[src/rtl/ktr_bin_pkg.sv]
// Shared types and helpers for the multi-mode CABAC binarizer.
//   mode_e      : binarization mode selected per request
//   state_e     : serial bin-emission FSM states
//   TR_EG_PREFIX_LIMIT : prefix cMax multiplier for the TR+EG(k+1) mode
//   clog2_ceil  : ceil(log2(x)), used to size fixed-length codes
package ktr_bin_pkg;

  typedef enum logic [1:0] {
    TR    = 2'd0,
    EGK   = 2'd1,
    FL    = 2'd2,
    TR_EG = 2'd3
  } mode_e;

  typedef enum logic [2:0] {
    IDLE    = 3'd0,
    TR_PFX  = 3'd1,
    TR_SFX  = 3'd2,
    EG_PFX  = 3'd3,
    EG_SFX  = 3'd4,
    FL_BITS = 3'd5,
    DONE    = 3'd6
  } state_e;

  localparam int TR_EG_PREFIX_LIMIT = 4;

  // Smallest r with (1 << r) >= x; x = 0 or 1 gives 0.
  function automatic int clog2_ceil(input logic [31:0] x);
    int r;
    r = 0;
    for (int i = 0; i < 32; i++) begin
      if ((33'd1 << i) < {1'b0, x}) r = i + 1;
    end
    return r;
  endfunction

endpackage

[src/rtl/ktr_egk_binarizer_if.sv]
// Request/result bundle of the binarizer.
//   master : requester side (drives start/operands/ack)
//   slave  : binarizer side (drives ready/bins/length/done/err)
interface ktr_egk_binarizer_if #(
  parameter int VALUE_WIDTH = 16,
  parameter int BIN_WIDTH   = 32,
  parameter int K_WIDTH     = 3,
  parameter int LEN_WIDTH   = $clog2(BIN_WIDTH + 1)
);
  logic                   start_i;
  logic                   ready_o;
  logic [1:0]             mode_i;
  logic [VALUE_WIDTH-1:0] N_i;
  logic [K_WIDTH-1:0]     K_i;
  logic [VALUE_WIDTH-1:0] cMax_i;
  logic [BIN_WIDTH-1:0]   bin_o;
  logic [LEN_WIDTH-1:0]   bin_length_o;
  logic                   done_o;
  logic                   err_o;
  logic                   ack_i;

  modport master (
    output start_i, mode_i, N_i, K_i, cMax_i, ack_i,
    input  ready_o, bin_o, bin_length_o, done_o, err_o
  );

  modport slave (
    input  start_i, mode_i, N_i, K_i, cMax_i, ack_i,
    output ready_o, bin_o, bin_length_o, done_o, err_o
  );
endinterface

[src/rtl/bin_shift_acc.sv]
// Bin-string accumulator: shifts one bin per push into the LSB so the first
// bin ends up at bit len_o-1. Pushes beyond BIN_WIDTH are dropped and flagged.
//   clear_i : empty the string and drop the overflow flag
//   push_i  : append bin_i
//   bin_o / len_o / ovf_o : current string, bin count, overflow seen
module bin_shift_acc #(
  parameter int BIN_WIDTH = 32,
  parameter int LEN_WIDTH = $clog2(BIN_WIDTH + 1)
) (
  input  logic                 clk,
  input  logic                 rst_n,
  input  logic                 clear_i,
  input  logic                 push_i,
  input  logic                 bin_i,
  output logic [BIN_WIDTH-1:0] bin_o,
  output logic [LEN_WIDTH-1:0] len_o,
  output logic                 ovf_o
);

  always_ff @(posedge clk or negedge rst_n) begin
    if (!rst_n) begin
      bin_o <= '0;
      len_o <= '0;
      ovf_o <= 1'b0;
    end else if (clear_i) begin
      bin_o <= '0;
      len_o <= '0;
      ovf_o <= 1'b0;
    end else if (push_i) begin
      if (len_o < LEN_WIDTH'(BIN_WIDTH)) begin
        bin_o <= {bin_o[BIN_WIDTH-2:0], bin_i};
        len_o <= len_o + LEN_WIDTH'(1);
      end else begin
        ovf_o <= 1'b1;
      end
    end
  end

endmodule

[src/rtl/ktr_egk_binarizer.sv]
// Multi-mode CABAC binarizer (TR, EGk, FL, TR+EG(k+1)), one bin per clock.
//   clk, rst_n : clock, asynchronous active-low reset
//   bus        : request operands, start/ready, bin result, done/ack, err
// Operands are latched when start_i & ready_o; the FSM then walks prefix and
// suffix states, pushing bins into bin_shift_acc, and waits in DONE for ack.
module ktr_egk_binarizer
  import ktr_bin_pkg::*;
#(
  parameter int VALUE_WIDTH = 16,
  parameter int BIN_WIDTH   = 32,
  parameter int K_WIDTH     = 3,
  parameter int LEN_WIDTH   = $clog2(BIN_WIDTH + 1)
) (
  input  logic clk,
  input  logic rst_n,
  ktr_egk_binarizer_if.slave bus
);

  // One extra bit so EG subtraction / TR_EG offset never wraps.
  localparam int NW   = VALUE_WIDTH + 1;
  // Counter for k: EG order can grow up to NW past the initial K+1.
  localparam int KR_W = $clog2(NW + (1 << K_WIDTH) + 2);

  state_e          state, state_nx;
  logic [NW-1:0]   n_r, n_nx;       // working value
  logic [KR_W-1:0] k_r, k_nx;       // EG order / suffix bits remaining
  logic [NW-1:0]   ones_r, ones_nx; // TR prefix ones remaining
  logic            term_r, term_nx; // TR prefix terminating zero pending
  logic            eg_r, eg_nx;     // TR_EG: EG(k+1) suffix follows prefix
  logic            err_r, err_nx;   // clamp seen

  logic acc_clear, acc_push, acc_bin, acc_ovf;

  // Accept-time operand decode.
  mode_e           mode_in;
  logic [NW-1:0]   n_in, cmax_in, cmax_tre;
  logic [KR_W-1:0] k_in;
  logic            tr_clamp, tr_trunc, tr_sfx, tre_trunc;
  logic [NW-1:0]   tr_nc, tr_lim, tr_p, tr_ones, tre_p;
  logic [KR_W-1:0] fl_len;

  assign mode_in  = mode_e'(bus.mode_i);
  assign n_in     = {1'b0, bus.N_i};
  assign cmax_in  = {1'b0, bus.cMax_i};
  assign k_in     = KR_W'(bus.K_i);
  assign cmax_tre = NW'(TR_EG_PREFIX_LIMIT) << bus.K_i;

  assign tr_clamp  = n_in > cmax_in;
  assign tr_nc     = tr_clamp ? cmax_in : n_in;
  assign tr_lim    = cmax_in >> bus.K_i;
  assign tr_p      = tr_nc >> bus.K_i;
  assign tr_trunc  = tr_p >= tr_lim;
  assign tr_ones   = tr_trunc ? tr_lim : tr_p;
  assign tr_sfx    = (tr_nc < cmax_in) && (bus.K_i != '0);
  assign tre_trunc = n_in >= cmax_tre;
  assign tre_p     = n_in >> bus.K_i;
  assign fl_len    = KR_W'(clog2_ceil(32'(cmax_in) + 32'd1));

  // Emission helpers.
  logic [NW-1:0]   eg_pow, sfx_sh;
  logic [KR_W-1:0] k_idx;
  logic            eg_more, sfx_bit, pfx_last;

  assign eg_pow   = NW'(1) << k_r;
  assign eg_more  = (k_r < KR_W'(NW)) && (n_r >= eg_pow);
  assign k_idx    = k_r - KR_W'(1);
  assign sfx_sh   = n_r >> k_idx;
  assign sfx_bit  = sfx_sh[0];
  // This cycle's bin is the last prefix bin.
  assign pfx_last = (ones_r == '0) || ((ones_r == NW'(1)) && !term_r);

  always_ff @(posedge clk or negedge rst_n) begin
    if (!rst_n) begin
      state  <= IDLE;
      n_r    <= '0;
      k_r    <= '0;
      ones_r <= '0;
      term_r <= 1'b0;
      eg_r   <= 1'b0;
      err_r  <= 1'b0;
    end else begin
      state  <= state_nx;
      n_r    <= n_nx;
      k_r    <= k_nx;
      ones_r <= ones_nx;
      term_r <= term_nx;
      eg_r   <= eg_nx;
      err_r  <= err_nx;
    end
  end

  always_comb begin
    state_nx  = state;
    n_nx      = n_r;
    k_nx      = k_r;
    ones_nx   = ones_r;
    term_nx   = term_r;
    eg_nx     = eg_r;
    err_nx    = err_r;
    acc_clear = 1'b0;
    acc_push  = 1'b0;
    acc_bin   = 1'b0;
    unique case (state)
      IDLE: begin
        if (bus.start_i) begin
          acc_clear = 1'b1;
          err_nx    = 1'b0;
          eg_nx     = 1'b0;
          term_nx   = 1'b0;
          ones_nx   = '0;
          case (mode_in)
            TR: begin
              n_nx     = tr_nc;
              k_nx     = tr_sfx ? k_in : '0;
              ones_nx  = tr_ones;
              term_nx  = !tr_trunc;
              err_nx   = tr_clamp;
              state_nx = (tr_ones != '0 || !tr_trunc) ? TR_PFX :
                         (tr_sfx ? TR_SFX : DONE);
            end
            EGK: begin
              n_nx     = n_in;
              k_nx     = k_in;
              state_nx = EG_PFX;
            end
            FL: begin
              n_nx     = tr_nc;
              k_nx     = fl_len;
              err_nx   = tr_clamp;
              state_nx = (fl_len != '0) ? FL_BITS : DONE;
            end
            default: begin
              // Prefix is never empty here: either 4 ones or p ones + zero.
              ones_nx  = tre_trunc ? NW'(TR_EG_PREFIX_LIMIT) : tre_p;
              term_nx  = !tre_trunc;
              eg_nx    = tre_trunc;
              n_nx     = tre_trunc ? (n_in - cmax_tre) : n_in;
              k_nx     = tre_trunc ? (k_in + KR_W'(1)) : k_in;
              state_nx = TR_PFX;
            end
          endcase
        end
      end
      TR_PFX: begin
        acc_push = 1'b1;
        if (ones_r != '0) begin
          acc_bin = 1'b1;
          ones_nx = ones_r - NW'(1);
        end else begin
          term_nx = 1'b0;
        end
        if (pfx_last)
          state_nx = eg_r ? EG_PFX : ((k_r != '0) ? TR_SFX : DONE);
      end
      EG_PFX: begin
        acc_push = 1'b1;
        if (eg_more) begin
          acc_bin = 1'b1;
          n_nx    = n_r - eg_pow;
          k_nx    = k_r + KR_W'(1);
        end else begin
          state_nx = (k_r != '0) ? EG_SFX : DONE;
        end
      end
      TR_SFX, EG_SFX, FL_BITS: begin
        acc_push = 1'b1;
        acc_bin  = sfx_bit;
        k_nx     = k_idx;
        if (k_r == KR_W'(1)) state_nx = DONE;
      end
      DONE: begin
        if (bus.ack_i) state_nx = IDLE;
      end
      default: state_nx = IDLE;
    endcase
  end

  bin_shift_acc #(
    .BIN_WIDTH(BIN_WIDTH),
    .LEN_WIDTH(LEN_WIDTH)
  ) u_acc (
    .clk    (clk),
    .rst_n  (rst_n),
    .clear_i(acc_clear),
    .push_i (acc_push),
    .bin_i  (acc_bin),
    .bin_o  (bus.bin_o),
    .len_o  (bus.bin_length_o),
    .ovf_o  (acc_ovf)
  );

  assign bus.ready_o = (state == IDLE);
  assign bus.done_o  = (state == DONE);
  assign bus.err_o   = err_r | acc_ovf;

endmodule
[src/flat_wrapper.sv]
// flat-port wrapper written by rule: the top's interface ports become plain ports
module ktr_egk_binarizer_flat import ktr_bin_pkg::*;
#(
  parameter int VALUE_WIDTH = 16,
  parameter int BIN_WIDTH   = 32,
  parameter int K_WIDTH     = 3,
  parameter int LEN_WIDTH   = $clog2(BIN_WIDTH + 1)
)
  (clk, rst_n, bus_start_i, bus_mode_i, bus_N_i, bus_K_i, bus_cMax_i, bus_ack_i, bus_ready_o, bus_bin_o, bus_bin_length_o, bus_done_o, bus_err_o);
  ktr_egk_binarizer_if #(.VALUE_WIDTH(VALUE_WIDTH), .BIN_WIDTH(BIN_WIDTH), .K_WIDTH(K_WIDTH), .LEN_WIDTH(LEN_WIDTH)) bus_i ();
  input  logic clk;
  input  logic rst_n;
  input wire logic [$bits(bus_i.start_i)-1:0] bus_start_i;
  input wire logic [$bits(bus_i.mode_i)-1:0] bus_mode_i;
  input wire logic [$bits(bus_i.N_i)-1:0] bus_N_i;
  input wire logic [$bits(bus_i.K_i)-1:0] bus_K_i;
  input wire logic [$bits(bus_i.cMax_i)-1:0] bus_cMax_i;
  input wire logic [$bits(bus_i.ack_i)-1:0] bus_ack_i;
  output wire logic [$bits(bus_i.ready_o)-1:0] bus_ready_o;
  output wire logic [$bits(bus_i.bin_o)-1:0] bus_bin_o;
  output wire logic [$bits(bus_i.bin_length_o)-1:0] bus_bin_length_o;
  output wire logic [$bits(bus_i.done_o)-1:0] bus_done_o;
  output wire logic [$bits(bus_i.err_o)-1:0] bus_err_o;
  assign bus_i.start_i = bus_start_i;
  assign bus_i.mode_i = bus_mode_i;
  assign bus_i.N_i = bus_N_i;
  assign bus_i.K_i = bus_K_i;
  assign bus_i.cMax_i = bus_cMax_i;
  assign bus_i.ack_i = bus_ack_i;
  assign bus_ready_o = bus_i.ready_o;
  assign bus_bin_o = bus_i.bin_o;
  assign bus_bin_length_o = bus_i.bin_length_o;
  assign bus_done_o = bus_i.done_o;
  assign bus_err_o = bus_i.err_o;
  ktr_egk_binarizer #(.VALUE_WIDTH(VALUE_WIDTH), .BIN_WIDTH(BIN_WIDTH), .K_WIDTH(K_WIDTH), .LEN_WIDTH(LEN_WIDTH)) u_core (.clk(clk), .rst_n(rst_n), .bus(bus_i));
endmodule
[config.mk]
export PLATFORM = sky130hd
export DESIGN_NAME = ktr_egk_binarizer_flat
export DESIGN_NICKNAME = d
export VERILOG_FILES = /design/src/rtl/ktr_bin_pkg.sv /design/src/rtl/ktr_egk_binarizer_if.sv /design/src/rtl/bin_shift_acc.sv /design/src/rtl/ktr_egk_binarizer.sv /design/src/flat_wrapper.sv
export SDC_FILE = /design/constraint.sdc
export NUM_CORES = 1
export LEC_CHECK = 0
export ABC_AREA = 0
export ABC_CLOCK_PERIOD_IN_PS = 10600
export BUFFER_PORTS_ARGS = -buffer_cell sky130_fd_sc_hd__buf_2
export CORE_ASPECT_RATIO = 0.7
export CORE_MARGIN = 2
export CORE_UTILIZATION = 66
export DETAILED_ROUTE_END_ITERATION = 7
export PLACE_DENSITY = 0.9
export SETUP_SLACK_MARGIN = 0.3
export SLEW_MARGIN = 30
export SYNTH_ARGS = -nofsm -noshare
export SYNTH_HDL_FRONTEND = slang
export SYNTH_HIERARCHICAL = 1
export SYNTH_SLANG_ARGS = --single-unit
[constraint.sdc]
create_clock -name clk -period 10.6 [get_ports clk]
set_input_delay 1.59 -clock clk [delete_from_list [all_inputs] [get_ports clk]]
set_output_delay 1.59 -clock clk [all_outputs]
set_load 0.005 [all_outputs]
==> results_dict.tcl <==
set metrics [dict create \
    place_hpwl_um 27400 \
    post_cts_buffers 0 \
    overflow 0 \
    io_buffers 81 \
    relSlewSlack_pct 31.5 \
    grt_pass1_vias 10400 \
    holdPathStages 2 \
    crit_arrival_ps 7980 \
    drv_cap 0 \
    dieArea_um2 17200 \
    final_antenna_net_count 0 \
    htreeDepth 3 \
    cts_buffer_depth 2 \
    yosysTopAreaCell "dfrtp_1" \
    pre_cts_slack_ps 2840 \
    cp-end-kind "register" \
    worstMarginPinSlew_ps 1030 \
    synth_common_cells "nand2_1 (181), nor2_1 (136), a21oi_1 (129)" \
    setup_viol 0 \
    cts_hold_buffers 0 \
    setup-tns-final_ps 0 \
    finalWorstSetupSlack_ps 2840 \
    critical_path_class "in2reg" \
    peakVddDrop_uv 186 \
    p_sw_mw 1.16 \
    drc 0 \
    rows 38 \
    synthTopCellsByArea "dfrtp_1 (20%), ha_1 (10%), nand2_1 (6.4%), a21oi_1 (6.1%), nor2_1 (4.8%)" \
    nets 1560 \
    crit_fanout 26 \
    r2r_end "u_core/n_r[13]" \
    core-area_um2 15600 \
    synth-edff-count 0 \
    antenna-diode-count 0 \
    ctsRootBufferMaster "clkbuf_16" \
    syn-cell-area_um2 10700 \
    p_sw_share_pct 49.7 \
    gp_congestion 1.10 \
    rsz0062_at_grt "false" \
    globalRouteTotalUtil_pct 42.7 \
    rr_worst_depth 16 \
    grt_pass1_wl_um 57100 \
    routed_wl_um 37000 \
    outcome "finished, final reports clean" \
    syn-num-nets 1549 \
    final_layout_size_suffix_gt1_share_pct 12.3 \
    hold_end "u_core/u_acc/ovf_o" \
    start_util_pct 68.2 \
    cts_buffers 9 \
    first_pass_iters 7 \
    pwr_density_cell_nw_per_um2 206 \
    synth_top_area_share_pct 19.7 \
    cts_resized 0 \
    crit_path_start_kind "input pin" \
    period_share_pct 73.2 \
    p_int_mw 1.17 \
    drt_iter0_drc 1808 \
    ys.flop_type "dfrtp_1" \
    hold_class "reg2reg" \
    ios 82 \
    avgRoutedWirePerCell_um 22.6 \
    total_leakage_power_nw 4.92 \
    rr_startpoint "u_core/k_r[0]" \
    synth_seq_cells 84 \
    nFillCells 1228 \
    p_clk_share_pct 13.9 \
    fp.dieH_um 110 \
    worst_ep_required_time_ps 10820 \
    path_clk_slew_ps 70 \
    skew_ps 9.36 \
    cts.sinks 84 \
    fin_crit_ps 7760 \
    dieWidth_um 156 \
    synth_most_common_cell "nand2_1" \
    yosysUniqueCellTypes 87 \
    pwr-share-seq_pct 24.8 \
    grt_max_degree 61 \
    dr_total_vias 11800 \
    insertion_delay_ps 350 \
    comb_power_share_pct 61.3 \
    async_reset_ff_share_pct 100 \
    syn_inst 1418 \
    antenna_found_initial 0 \
    cts_tree "built" \
    via_per_inst 7.20 \
    seq_area_frac_synth_pct 19.7 \
    area_delta_synth_final_pct 6.17 \
    r2r_slack_ps 6050 \
    worstHoldStart "u_core/u_acc/ovf_o" \
    ys_warn_count 6 \
    hold_viol_final 0 \
    synth.avg_cell_area_um2 7.52 \
    fmax_mhz 129 \
    timing.final.max_slew_violations 0 \
]
==> placed cells by master (no fill, tap or decap), types with 10 or more instances in the layout <==
cell type and n:
nand2_1 181, nand3_1 36, o21ai_0 96, a211oi_1 23
a31oi_1 15, nand2b_1 14, mux4_2 19, buf_2 80
a21o_1 30, nor2_1 135, nor3_1 40, dfrtp_1 84
nand4_1 21, mux2i_1 42, and3_1 16, inv_1 55
ha_1 89, buf_4 16, o211ai_1 22, nor4_1 11
o21a_1 10, xnor2_1 30, mux2_2 19, a211o_1 11
nor2b_1 13, a21oi_1 129
==> final cells by class <==
cell class / instances / area, um2 / share of cell area, %
timing repair buffer: 96 / 520 / 4.59
tap: 200 / 250 / 2.21
multi-input combinational: 1180 / 7930 / 70.0
clock buffer: 9 / 225 / 1.99
inverter: 58 / 218 / 1.92
sequential: 84 / 2100 / 18.6
clock inverter: 7 / 78.8 / 0.696
==> per-layer routing <==
layer | share of wire (%) | global-route usage (%)
met1 | 41 | 60.7
met2 | 41 | 60.5
met3 | 16 | 18.1
met4 | 1.9 | 8.78
met5 | 0 | 0
==> worst max-delay path by stage <==
| stage | startpoint | end | slack [ps] | cells past startpoint |
|---|---|---|---|---|
| 6_report | bus_cMax_i[11] | u_core/ones_r[11] | 2840 | 23 |
| 5_1_grt | bus_cMax_i[11] | u_core/ones_r[11] | 2620 | 23 |
| 4_1_cts | bus_cMax_i[11] | u_core/ones_r[11] | 3180 | 23 |
| 3_5_place_dp | bus_cMax_i[11] | u_core/ones_r[11] | 2840 | 23 |
| 3_3_place_gp | bus_cMax_i[11] | u_core/ones_r[10] | 2920 | 23 |
| 2_1_floorplan | bus_cMax_i[11] | u_core/ones_r[15] | 4150 | 25 |
==> logic make-up after synthesis <==
logic type	synth area share, %
AND/OR/NAND/NOR	22.7
multiplexers	9.96
adder cells (fa/ha/maj)	10.6
flip-flops	19.7
XOR/XNOR	2.87
AO/OA/AOI/OAI	28.1
buffers and inverters	5.99
==> per-stage QoR <==
| step | hold WS (ps) | utilization [%] | cell area, um2 | power, mW | instances |
|---|---|---|---|---|---|
| after floorplan | 440 | - | 10700 | 1.60 | 1418 |
| after CTS | 493 | 72.4 | 11300 | 2.28 | 1634 |
| after global routing | 539 | 72.4 | 11300 | 2.49 | 1634 |
| final | 492 | 72.4 | 11300 | 2.33 | 1634 |
| after detailed placement | 478 | 70.5 | 11000 | 1.94 | 1618 |
| after global placement | 470 | 70.5 | 11000 | 1.89 | 1618 |
==> sequential cells by signal, summed over array words and instances (netlist names) <==
register and cells:
u_core/u_acc/len_o 6, u_core/term_r 1, u_core/u_acc/bin_o 32, u_core/k_r 5, u_core/eg_r 1, u_core/u_acc/ovf_o 1
u_core/err_r 1, u_core/ones_r 17, u_core/state 3, u_core/n_r 17
==> power groups by stage <==
| stage | clock network, mW | registers (mW) | logic [mW] |
|---|---|---|---|
| finish | 0.324 | 0.579 | 1.43 |
| global route | 0.338 | 0.594 | 1.56 |
| CTS | 0.325 | 0.571 | 1.39 |
| detailed placement | 0 | 0.573 | 1.37 |
| global placement | 0 | 0.569 | 1.33 |
| floorplan | 0 | 0.513 | 1.08 |
==> worst max-delay path: stages <==
cell and delay, ps:
buf_2 160, inv_1 270, ha_1 310, a21o_1 190
a211o_1 310, o221a_1 380, a211oi_4 490, or2_1 860
o21ai_0 420, a221oi_1 570, a211oi_1 260, ha_1 370
nor2b_1 140, o21a_1 170, o211ai_1 190, a21o_1 160
o211ai_1 90, a21oi_1 160, buf_4 230, inv_1 90
nor2_1 370, nand2_1 90, o311ai_0 110
Power figures use the tool's default switching activity.
